**config.mk**
```make
export PLATFORM = sky130hd
export DESIGN_NAME = serial_word_driver_flat
export DESIGN_NICKNAME = d
export VERILOG_FILES = /design/src/rtl/serial_word_driver_if.sv /design/src/rtl/serial_word_driver.sv /design/src/flat_wrapper.sv
export SDC_FILE = /design/constraint.sdc
export NUM_CORES = 1
export LEC_CHECK = 0
export CAP_MARGIN = 20
export CORE_MARGIN = 5
export CORE_UTILIZATION = 45
export CTS_BUF_LIST = sky130_fd_sc_hd__clkbuf_8
export CTS_CLUSTER_SIZE = 20
export DETAILED_ROUTE_END_ITERATION = 8
export DONT_BUFFER_PORTS = 1
export SLEW_MARGIN = 20
export SYNTH_ARGS = -nofsm -noshare
export SYNTH_HDL_FRONTEND = slang
export SYNTH_SLANG_ARGS = --single-unit
```
**constraint.sdc**
```tcl
create_clock -name clk -period 1.3 [get_ports clk]
set_input_delay 0.195 -clock clk [delete_from_list [all_inputs] [get_ports clk]]
set_output_delay 0.195 -clock clk [all_outputs]
set_load 0.005 [all_outputs]
```
**src/rtl/serial_word_driver_if.sv**
```systemverilog
// Handshake and serial-stream bundle between a word source, the driver and a bit-serial consumer.
// Latency: none; wires only.
// Backpressure: the source holds a word until ready; stall freezes the serial stream.
interface serial_word_driver_if #(
  parameter int WIDTH = 8
);
  logic [WIDTH-1:0] din;
  logic             load;
  logic             stall;
  logic             ready;
  logic             x;
  logic             bit_valid;
  logic             last;
  logic             ovr;

  // Word source / stream consumer side
  modport master (
    output din, load, stall,
    input  ready, x, bit_valid, last, ovr
  );

  // Driver side
  modport slave (
    input  din, load, stall,
    output ready, x, bit_valid, last, ovr
  );
endinterface

```
**src/rtl/serial_word_driver.sv**
```systemverilog
// Parallel-to-serial word driver: shifts a WIDTH-bit word out MSB-first on x, one bit per clock.
// Latency: first bit on x the cycle after the load is accepted; back-to-back words run with no gap bit.
// Backpressure: ready low rejects load (ovr pulses next cycle); stall freezes the bit stream in place.
module serial_word_driver #(
  parameter int WIDTH = 8
) (
  input  logic             clk,
  input  logic             rst,
  serial_word_driver_if.slave bus
);

  localparam int             CW       = $clog2(WIDTH);
  localparam logic [CW-1:0]  LAST_CNT = CW'(WIDTH - 1);

  typedef enum logic {
    IDLE  = 1'b0,
    SHIFT = 1'b1
  } state_t;

  state_t           state;
  logic [WIDTH-1:0] sr;
  logic [CW-1:0]    cnt;
  logic             at_last;
  logic             ready_c;

  assign at_last = (cnt == LAST_CNT);

  // A new word fits when idle, or when the final bit of the current word leaves this cycle.
  always_comb begin
    ready_c = (state == IDLE) || ((state == SHIFT) && at_last && !bus.stall);
  end

  // Stream outputs come from registered state only; stall merely withholds the qualifier.
  assign bus.ready     = ready_c;
  assign bus.x         = (state == SHIFT) ? sr[WIDTH-1] : 1'b0;
  assign bus.bit_valid = (state == SHIFT) && !bus.stall;
  assign bus.last      = (state == SHIFT) && at_last;

  // Control FSM, shift register, bit counter and overrun flag.
  always_ff @(posedge clk) begin
    if (rst) begin
      state   <= IDLE;
      sr      <= '0;
      cnt     <= '0;
      bus.ovr <= 1'b0;
    end else begin
      // A rejected request is only flagged; it never touches sr, cnt or state.
      bus.ovr <= bus.load && !ready_c;
      case (state)
        IDLE: begin
          if (bus.load) begin
            sr    <= bus.din;
            cnt   <= '0;
            state <= SHIFT;
          end
        end
        SHIFT: begin
          if (!bus.stall) begin
            if (!at_last) begin
              sr  <= sr << 1;
              cnt <= cnt + CW'(1);
            end else if (bus.load) begin
              // Next word's MSB follows the current LSB directly.
              sr  <= bus.din;
              cnt <= '0;
            end else begin
              cnt   <= '0;
              state <= IDLE;
            end
          end
        end
        default: begin
          state <= IDLE;
        end
      endcase
    end
  end

endmodule

```
**src/flat_wrapper.sv**
```systemverilog
// flat-port wrapper written by rule: the top's interface ports become plain ports
module serial_word_driver_flat 
#(
  parameter int WIDTH = 8
)
  (clk, rst, bus_din, bus_load, bus_stall, bus_ready, bus_x, bus_bit_valid, bus_last, bus_ovr);
  serial_word_driver_if #(.WIDTH(WIDTH)) bus_i ();
  input  logic clk;
  input  logic rst;
  input wire logic [$bits(bus_i.din)-1:0] bus_din;
  input wire logic [$bits(bus_i.load)-1:0] bus_load;
  input wire logic [$bits(bus_i.stall)-1:0] bus_stall;
  output wire logic [$bits(bus_i.ready)-1:0] bus_ready;
  output wire logic [$bits(bus_i.x)-1:0] bus_x;
  output wire logic [$bits(bus_i.bit_valid)-1:0] bus_bit_valid;
  output wire logic [$bits(bus_i.last)-1:0] bus_last;
  output wire logic [$bits(bus_i.ovr)-1:0] bus_ovr;
  assign bus_i.din = bus_din;
  assign bus_i.load = bus_load;
  assign bus_i.stall = bus_stall;
  assign bus_ready = bus_i.ready;
  assign bus_x = bus_i.x;
  assign bus_bit_valid = bus_i.bit_valid;
  assign bus_last = bus_i.last;
  assign bus_ovr = bus_i.ovr;
  serial_word_driver #(.WIDTH(WIDTH)) u_core (.clk(clk), .rst(rst), .bus(bus_i));
endmodule
```
== Word level (Yosys, flattened, before mapping) ==
Cells that the tools add are included.
Operators by class
  multiplexer cells: 13
  reduce and logical (&&, ||, !) cells: 8
  equal/unequal tests: 3
  bitwise operators: 1
  add/subtract/negate cells: 1
Operators by type and width (number)
  2-to-1 mux 8 bit: 3
  case mux 8 bit (2 select lines): 1
  2-to-1 mux 3 bit: 3
  case mux 3 bit (2 select lines): 1
  logical AND 1 bit: 4
  2-to-1 mux 1 bit: 4
  inequality test 2 bit (second input constant): 2
  adder 3 x 1 -> 3 bit (second input constant): 1
  == test 3 bit (second input constant): 1
  logical NOT 1 bit: 2
  case mux 1 bit (2 select lines): 1
  AND reduction 2 bit: 1
  logical OR 1 bit: 1
  inverter 1 bit: 1
Word-level totals
  input bits: 12
  output and inout port bits: 5
  bits in registers: 13
  word-level logic and storage cells: 30

== Depth between registers and ports, before layout ==
Gate-level depths: netlist of run 1.
  depth in word-level cells: 6
  depth in mapped cells: 7
  mapped depth without buffers: 5

== Least setup slack after synthesis of run 1 ==
No wires, ideal clock.
  path kind: register to register
  start: register u_core.cnt[0]
  end: register u_core.sr[1]
  stages on the path, launching flop included: 8
  buffers on the path: 2
  data required time: 1.214 ns
  period minus slack after synthesis: 1.460 ns
  data arrival time: 1.373 ns
  setup slack: -0.160 ns
  setup time: 0.086 ns
  path through: dfxtp_1 ha_1 ha_1 buf_6 nor2b_4 nand2b_4 buf_6 a221oi_2
Between the ends
  cells in the longest elaborated chain, start to end: 4
RTL lines
  start, declared: line serial_word_driver.sv:22  | logic [CW-1:0] cnt;
  start signal, assigned: line serial_word_driver.sv:61  | cnt <= cnt + CW'(1);
  == test 3 bit: line serial_word_driver.sv:26  | assign at_last = (cnt == LAST_CNT);
  2-to-1 mux 8 bit: line serial_word_driver.sv:59  | if (!at_last) begin
  2-to-1 mux 8 bit: line serial_word_driver.sv:58  | if (!bus.stall) begin
  case mux 8 bit (2 select lines): line serial_word_driver.sv:49  | case (state)
  end signal, assigned: line serial_word_driver.sv:52  | sr <= bus.din;
  end signal, assigned: line serial_word_driver.sv:60  | sr <= sr << 1;
  end signal, assigned: line serial_word_driver.sv:64  | sr <= bus.din;
  end, declared: line serial_word_driver.sv:21  | logic [WIDTH-1:0] sr;
Every way passes these cells. The select of a mux whose other input is x is not followed.
A chain may end at the register's enable or synchronous reset.

== Final worst setup path of run 1 ==
  start: register u_core.cnt[0]
  end: output port bus_ready
Between the ends
  cells in the longest elaborated chain, start to end: 4
RTL lines
  == test 3 bit: line serial_word_driver.sv:26
  logical AND 1 bit (2 in series): line serial_word_driver.sv:30  | ready_c = (state == IDLE) || ((state == SHIFT) && at_last && !bus.stall);
  logical OR 1 bit: line serial_word_driver.sv:30
  end, declared: line flat_wrapper.sv:13  | output wire logic [$bits(bus_i.ready)-1:0] bus_ready;
Every way passes these cells.

==> run metrics, run 1 <==
mean routed wirelength per cell 17.9 microns; largest net degree at the start of global routing 17; Post-Syn Instances 78; Post-DP Area about 800 sq um; clock-pin slew on the worst setup and hold paths 0.05 ns; peak supply drop 844 uV; GP Congestion 0.794; final setup margin -0.197 ns; die area around 0.0026 sq mm; fraction of layout cells with a size suffix above 1 between 30% and 40%; # H-tree levels 1; synthesis-to-layout area growth 20.6%; CTS tree built; Setup crit start kind register; DRC Markers 0; Clock Path Buffers 2; failing checks negative setup slack; final instance area 907 sq um; antenna fix cells 0; total track usage 16.4%; minimum clock period 1.50 ns; core area about 0.0015 sq mm; starting density of the core around 50%; Max Slew Vio Count 0; CP Data Required Time around 1.1 ns; vias in the first global route 657; P per Cell Area 1040 mW/mm^2; normalized max-slew margin between 70% and 80%; Post-Syn Area 752 sq um; DR pass1 iterations 4; initial antenna violation count 0; Total Routed Length 1860 microns; Post-DRT Antenna Nets 0; CTS buffer count 3; Die X 50.9 microns; sequential share of the synthesized area 34.6%; Via density 6.04; final setup fails 13; synthesized area per cell a little under 10 sq um; Vert. Die Dim just over 50 microns; crit-path max FO 4; RSZ-0062 raised after global routing true; Fmax approximately 670 MHz; MaxCap Viol Count 0; Initial DRC Count 11; ranking of synthesized cells by area dfxtp_1 35%, a221oi_2 10%, mux2i_1 6.7%; Setup crit end kind output pin; synth warn 0; actual transition at the worst max-transition pin roughly 0.30 ns; DP Cell Count 94; cell taking the most area after synthesis dfxtp_1; HP Class in2reg; P_leak about 0.36 nW; post-synthesis cell type count 27; WP data arrival about 1.3 ns; synthesized flop and latch total 13; Final Hold Fails 0; number of port buffers 0; Place WS -0.0652 ns; Synth top area share 34.6%; Worst Skew between 0.0005 and 0.0006 ns; Layout Nets roughly 100; global-route wire length before repair between 3000 and 4000 microns; fin crit share 115%; worst hold slack between 0.008 and 0.009 ns; dpl hpwl around 1200 microns; Clock Latency Late Sink 0.24 ns; Syn Nets 92; final cell count without fillers around 100; row count 14; IO Pins 17; Sink Count 13; vias 628; WS Path Type reg2out; status finished, violations left; root buffer cell clkbuf_8; Power Total about 0.94 mW; grt total ovfl 0
==> cells in the final DEF (no fill, tap or decap) <==
cell type      netlist  layout
o21ai_0              3       3
buf_6                2       1
dfxtp_2              0       2
or2b_1               4       4
a221oi_2             5       5
and2_1               2       2
a31oi_1              4       4
o31ai_1              5       5
o211ai_1             2       2
dfxtp_1             13      11
mux2i_1              5       5
nand2b_4             1       1
nand2_1              5       5
and2_2               1       1
nor2_1               2       2
buf_4                2      10
nand2b_1             4       4
clkbuf_8             0       3
o2bb2ai_1            1       1
a21oi_1              5       3
dlygate4sd3_1        0       1
and2b_1              1       1
inv_1                2       3
and3_1               2       2
nor3b_1              1       1
a21oi_2              0       2
nor3_2               0       1
ha_4                 0       2
nor2b_4              1       1
==> path summary, 6_finish.rpt <==
kind                       end  cells past startpoint     startpoint  slack, ns
setup reg to reg  u_core.sr[1]                      6  u_core.cnt[0]      -0.12
hold reg to reg   u_core.sr[2]                      2   u_core.sr[1]       0.48
hold / removal    u_core.sr[3]                      1            rst      0.008
setup / recovery     bus_ready                      5  u_core.cnt[0]      -0.20
==> worst max-delay path, cell delays in order (launching register included) <==
cell      delay, ns
dfxtp_2        0.34
ha_4           0.17
ha_4           0.16
nor2b_4        0.12
nand2b_4       0.15
buf_6          0.12
==> sequential cells by signal, summed over array words and instances, names as in the netlist <==
signal and cells:
u_core.cnt 3, u_core.state 1, u_core.bus.ovr 1, u_core.sr 8
==> cell type report <==
class / count / area, sq um
Clock buffer: 3 / 41.3
Clock inverter: 1 / 3.75
Timing Repair Buffer: 12 / 96.3
Tap cell: 16 / 20.0
Fill cell: 145 / 634
Multi-Input combinational cell: 57 / 475
Sequential cell: 13 / 263
Inverter: 2 / 7.51
==> routing by layer <==
layer | share of wire, % | GRT usage (%) | wire [microns] | up-vias
met5 | 0 | 0 | 0 | -
met4 | 2.2 | 6.38 | 40 | 0
met3 | 6.6 | 6.98 | 122 | 7
met2 | 49 | 27.7 | 911 | 20
met1 | 42 | 18.2 | 782 | 293
li1 | - | - | - | 308
==> Yosys cell counts <==
library cell / instances
a21oi_1: 5
clkbuf_1: 1
buf_6: 2
o31ai_1: 5
mux2i_1: 5
buf_2: 1
and2b_1: 1
o2bb2ai_1: 1
or2b_1: 4
dfxtp_1: 13
and2_1: 2
and2_2: 1
nor2_1: 2
ha_1: 2
nor3_1: 1
nor2b_4: 1
o21ai_0: 3
a221oi_2: 5
inv_1: 2
nand2b_4: 1
buf_4: 2
a31oi_1: 4
o211ai_1: 2
nand2_1: 5
nor3b_1: 1
nand2b_1: 4
and3_1: 2
==> through the flow <==
step | TNS, ns | utilization [%]
final | -1.09 | 58.8
after global routing | -1.85 | 58.8
after CTS | -1.06 | 58.0
after detailed placement | -0.302 | 51.8
after global placement | -0.175 | 51.8
after floorplan | -0.538 | -
==> what timing repair did <==
action / CTS / global route
setup endpoints to repair: 10 / 13
pin swaps: 1 / 1
hold buffers: 0 / 1
setup buffers: 5 / 0
endpoints found under the hold margin: 0 / 1
gates resized for setup: 3 / 1
==> kinds of logic after synthesis <==
| group | synth area share [%] |
|---|---|
| AOI/OAI and AO/OA | 26.8 |
| adders and majority gates | 3.33 |
| buffers and inverters | 7.15 |
| DFF | 34.6 |
| muxes | 6.66 |
| and+or+nand+nor | 21.5 |
==> power breakdown <==
group          internal, mW  switching, mW
clock                 0.209          0.147
combinational        0.0765         0.0680
sequential            0.425         0.0172
total                 0.710          0.233
(Power assumes the default switching activity.)
==> run 2: changes to the inputs <==
Settings changed: DONT_BUFFER_PORTS 1 to default, PLACE_DENSITY from default to 0.76.
==> run 2 against run 1 <==
Against the previous run:
- the flow still finishes with violations (negative setup slack)
- combinational power up 49%
- fmax grew 0.88%
- via count rose by 11%
- sequential cell count is the same
- sequential power about the same
- sequential share of layout area down 4.9 points
==> run metrics, run 2 (synthesized netlist as in run 1, its figures left out) <==
peak supply drop 675 uV; # H-tree levels 1; row count 14; max incr delay on CP 0.35 ns; Sequential Area 267 sq um; fraction of layout cells with a size suffix above 1 a little under two fifths; Total Routed Length about 1800 microns; MaxCap Viol Count 0; FF-to-FF Start u_core.cnt[0]; core area approximately 0.0015 sq mm; Clock Latency Late Sink about 0.24 ns; Regs by FF count u_core.sr x8, u_core.cnt x3; final setup fails 12; Min-Delay Path Depth 2; WS Path Type reg2out; number of port buffers 16; Largest register FFs 8; IO Pins 17; final setup margin -0.184 ns; Clock Path Buffers 2; most frequent cells in the layout 15 x buf_4, 11 x clkdlybuf4s50_1, 10 x dfxtp_1; normalized max-slew margin 82.0%; CTS buffer count 3; CP Data Required Time roughly 1.1 ns; starting density of the core ~50%; r2r worst-path depth 6; synthesis-to-layout area growth 47.1%; clock-pin slew on the worst setup and hold paths about 0.060 ns; mean routed wirelength per cell 14.8 microns; Setup crit start kind register; Final Hold Fails 0; Place WS -0.374 ns; minimum clock period between 1 and 1.5 ns; worst path buffer plus inverter count 1; most common cell after layout, fill and taps aside buf_4; Initial DRC Count 27; CP delay by family, top flip-flops; hold endpoint u_core.sr[0]; Layout Nets around 120; footprint of the multi-input gates between 400 and 500 sq um; Sink Count 13; Max stage delay cell, worst path dfxtp_4; Vert. Die Dim a little over 50 microns; largest net degree at the start of global routing 12; WP data arrival 1.29 ns; Die X 50.9 microns; die area 0.00259 sq mm; P_leak 0.463 nW; Via density ~5.6; vias in the first global route 690; DRC Markers 0; grt total ovfl 0; Post-DRT Antenna Nets 0; Fmax roughly 670 MHz; R2R Path End u_core.sr[3]; Worst Skew approximately 0.0015 ns; total track usage 16.2%; DR pass1 iterations 4; dpl hpwl between 1000 and 1500 microns; CP Cell Sequence ha_4 > ha_4 > nor2b_4 > nand2b_4 > buf_6; FF-to-FF setup slack -0.14 ns; actual transition at the worst max-transition pin around 0.27 ns; crit-path max FO 3; root buffer cell clkbuf_8; failing checks negative setup slack; RSZ-0062 raised after global routing true; hold_sp u_core.sr[0]; global-route wire length before repair 3210 microns; fin crit share 114%; vias about 700; final cell utilization of the core a little under three quarters; CTS tree built; GP Congestion around 0.8; initial antenna violation count 0; Filler cells 123; Largest Register u_core.sr; Max Slew Vio Count 0; HP Class reg2reg; critical path depth in cells 5; setup TNS -1.21 ns; Setup crit end kind output pin; P per Cell Area between 900 and 1000 mW/mm^2; hold buffer count at cts 0; antenna fix cells 0; status finished, violations left; Top cell by count, worst path ha_4
## run 2: power by group
group	internal [mW]	switching, mW	leakage [nW]
clock network	0.209	0.148	0.0269
logic	0.121	0.0951	0.328
registers	0.424	0.0190	0.108
## run 2: what timing repair did
item	4_1_cts	5_1_grt
pin swaps	9	3
setup buffers	2	0
resized for setup	20	3
setup endpoints to repair	15	13
## run 2: worst max path at each step
stage	startpoint	endpoint	slack, ns
floorplan	u_core.cnt[1]	u_core.sr[1]	-0.10
detailed placement	bus_stall	bus_ready	-0.37
global route	u_core.cnt[0]	bus_ready	-0.23
global placement	bus_stall	bus_ready	-0.35
finish	u_core.cnt[0]	bus_ready	-0.18
CTS	u_core.cnt[0]	bus_ready	-0.18
## run 2: stage by stage
stage               area [sq um]  total power, mW  cells  hold WS, ns
floorplan                    779            0.564     78        0.261
global placement            1030            0.653    119        0.476
finish                      1110             1.02    124        0.482
global route                1110             1.07    124        0.510
detailed placement          1030            0.658    119        0.475
CTS                         1110             1.02    125        0.484
## run 2: worst reg2reg max path, stage by stage (launching register included)
cell      delay [ns]
dfxtp_4         0.35
ha_4            0.16
ha_4            0.16
nor2b_4         0.13
nand2b_4        0.15
buf_4           0.18
a221oi_2        0.24
## run 2: routing by layer
metal	GRT usage, %	vias to the layer above	part of all wire [%]
li1	-	348	-
met1	20.3	329	46
met2	26.2	20	49
met3	3.20	2	4.4
met4	8.09	0	1.1
met5	0	-	0
## run 2: area by class of cell
class | instances | area share [%]
clock buffers | 3 | 3.73
clock inverters | 1 | 0.339
inverters | 2 | 0.679
multi-input cells | 57 | 44.3
flip-flops and latches | 13 | 24.1
well taps | 16 | 1.81
repair buffers | 32 | 25.0
==> run 3: changes to the inputs <==
Settings changed: ABC_CLOCK_PERIOD_IN_PS from default to 1300.
==> results of run 3 <==
Same layout as run 2: the final DEF is identical, and so are final timing and power.
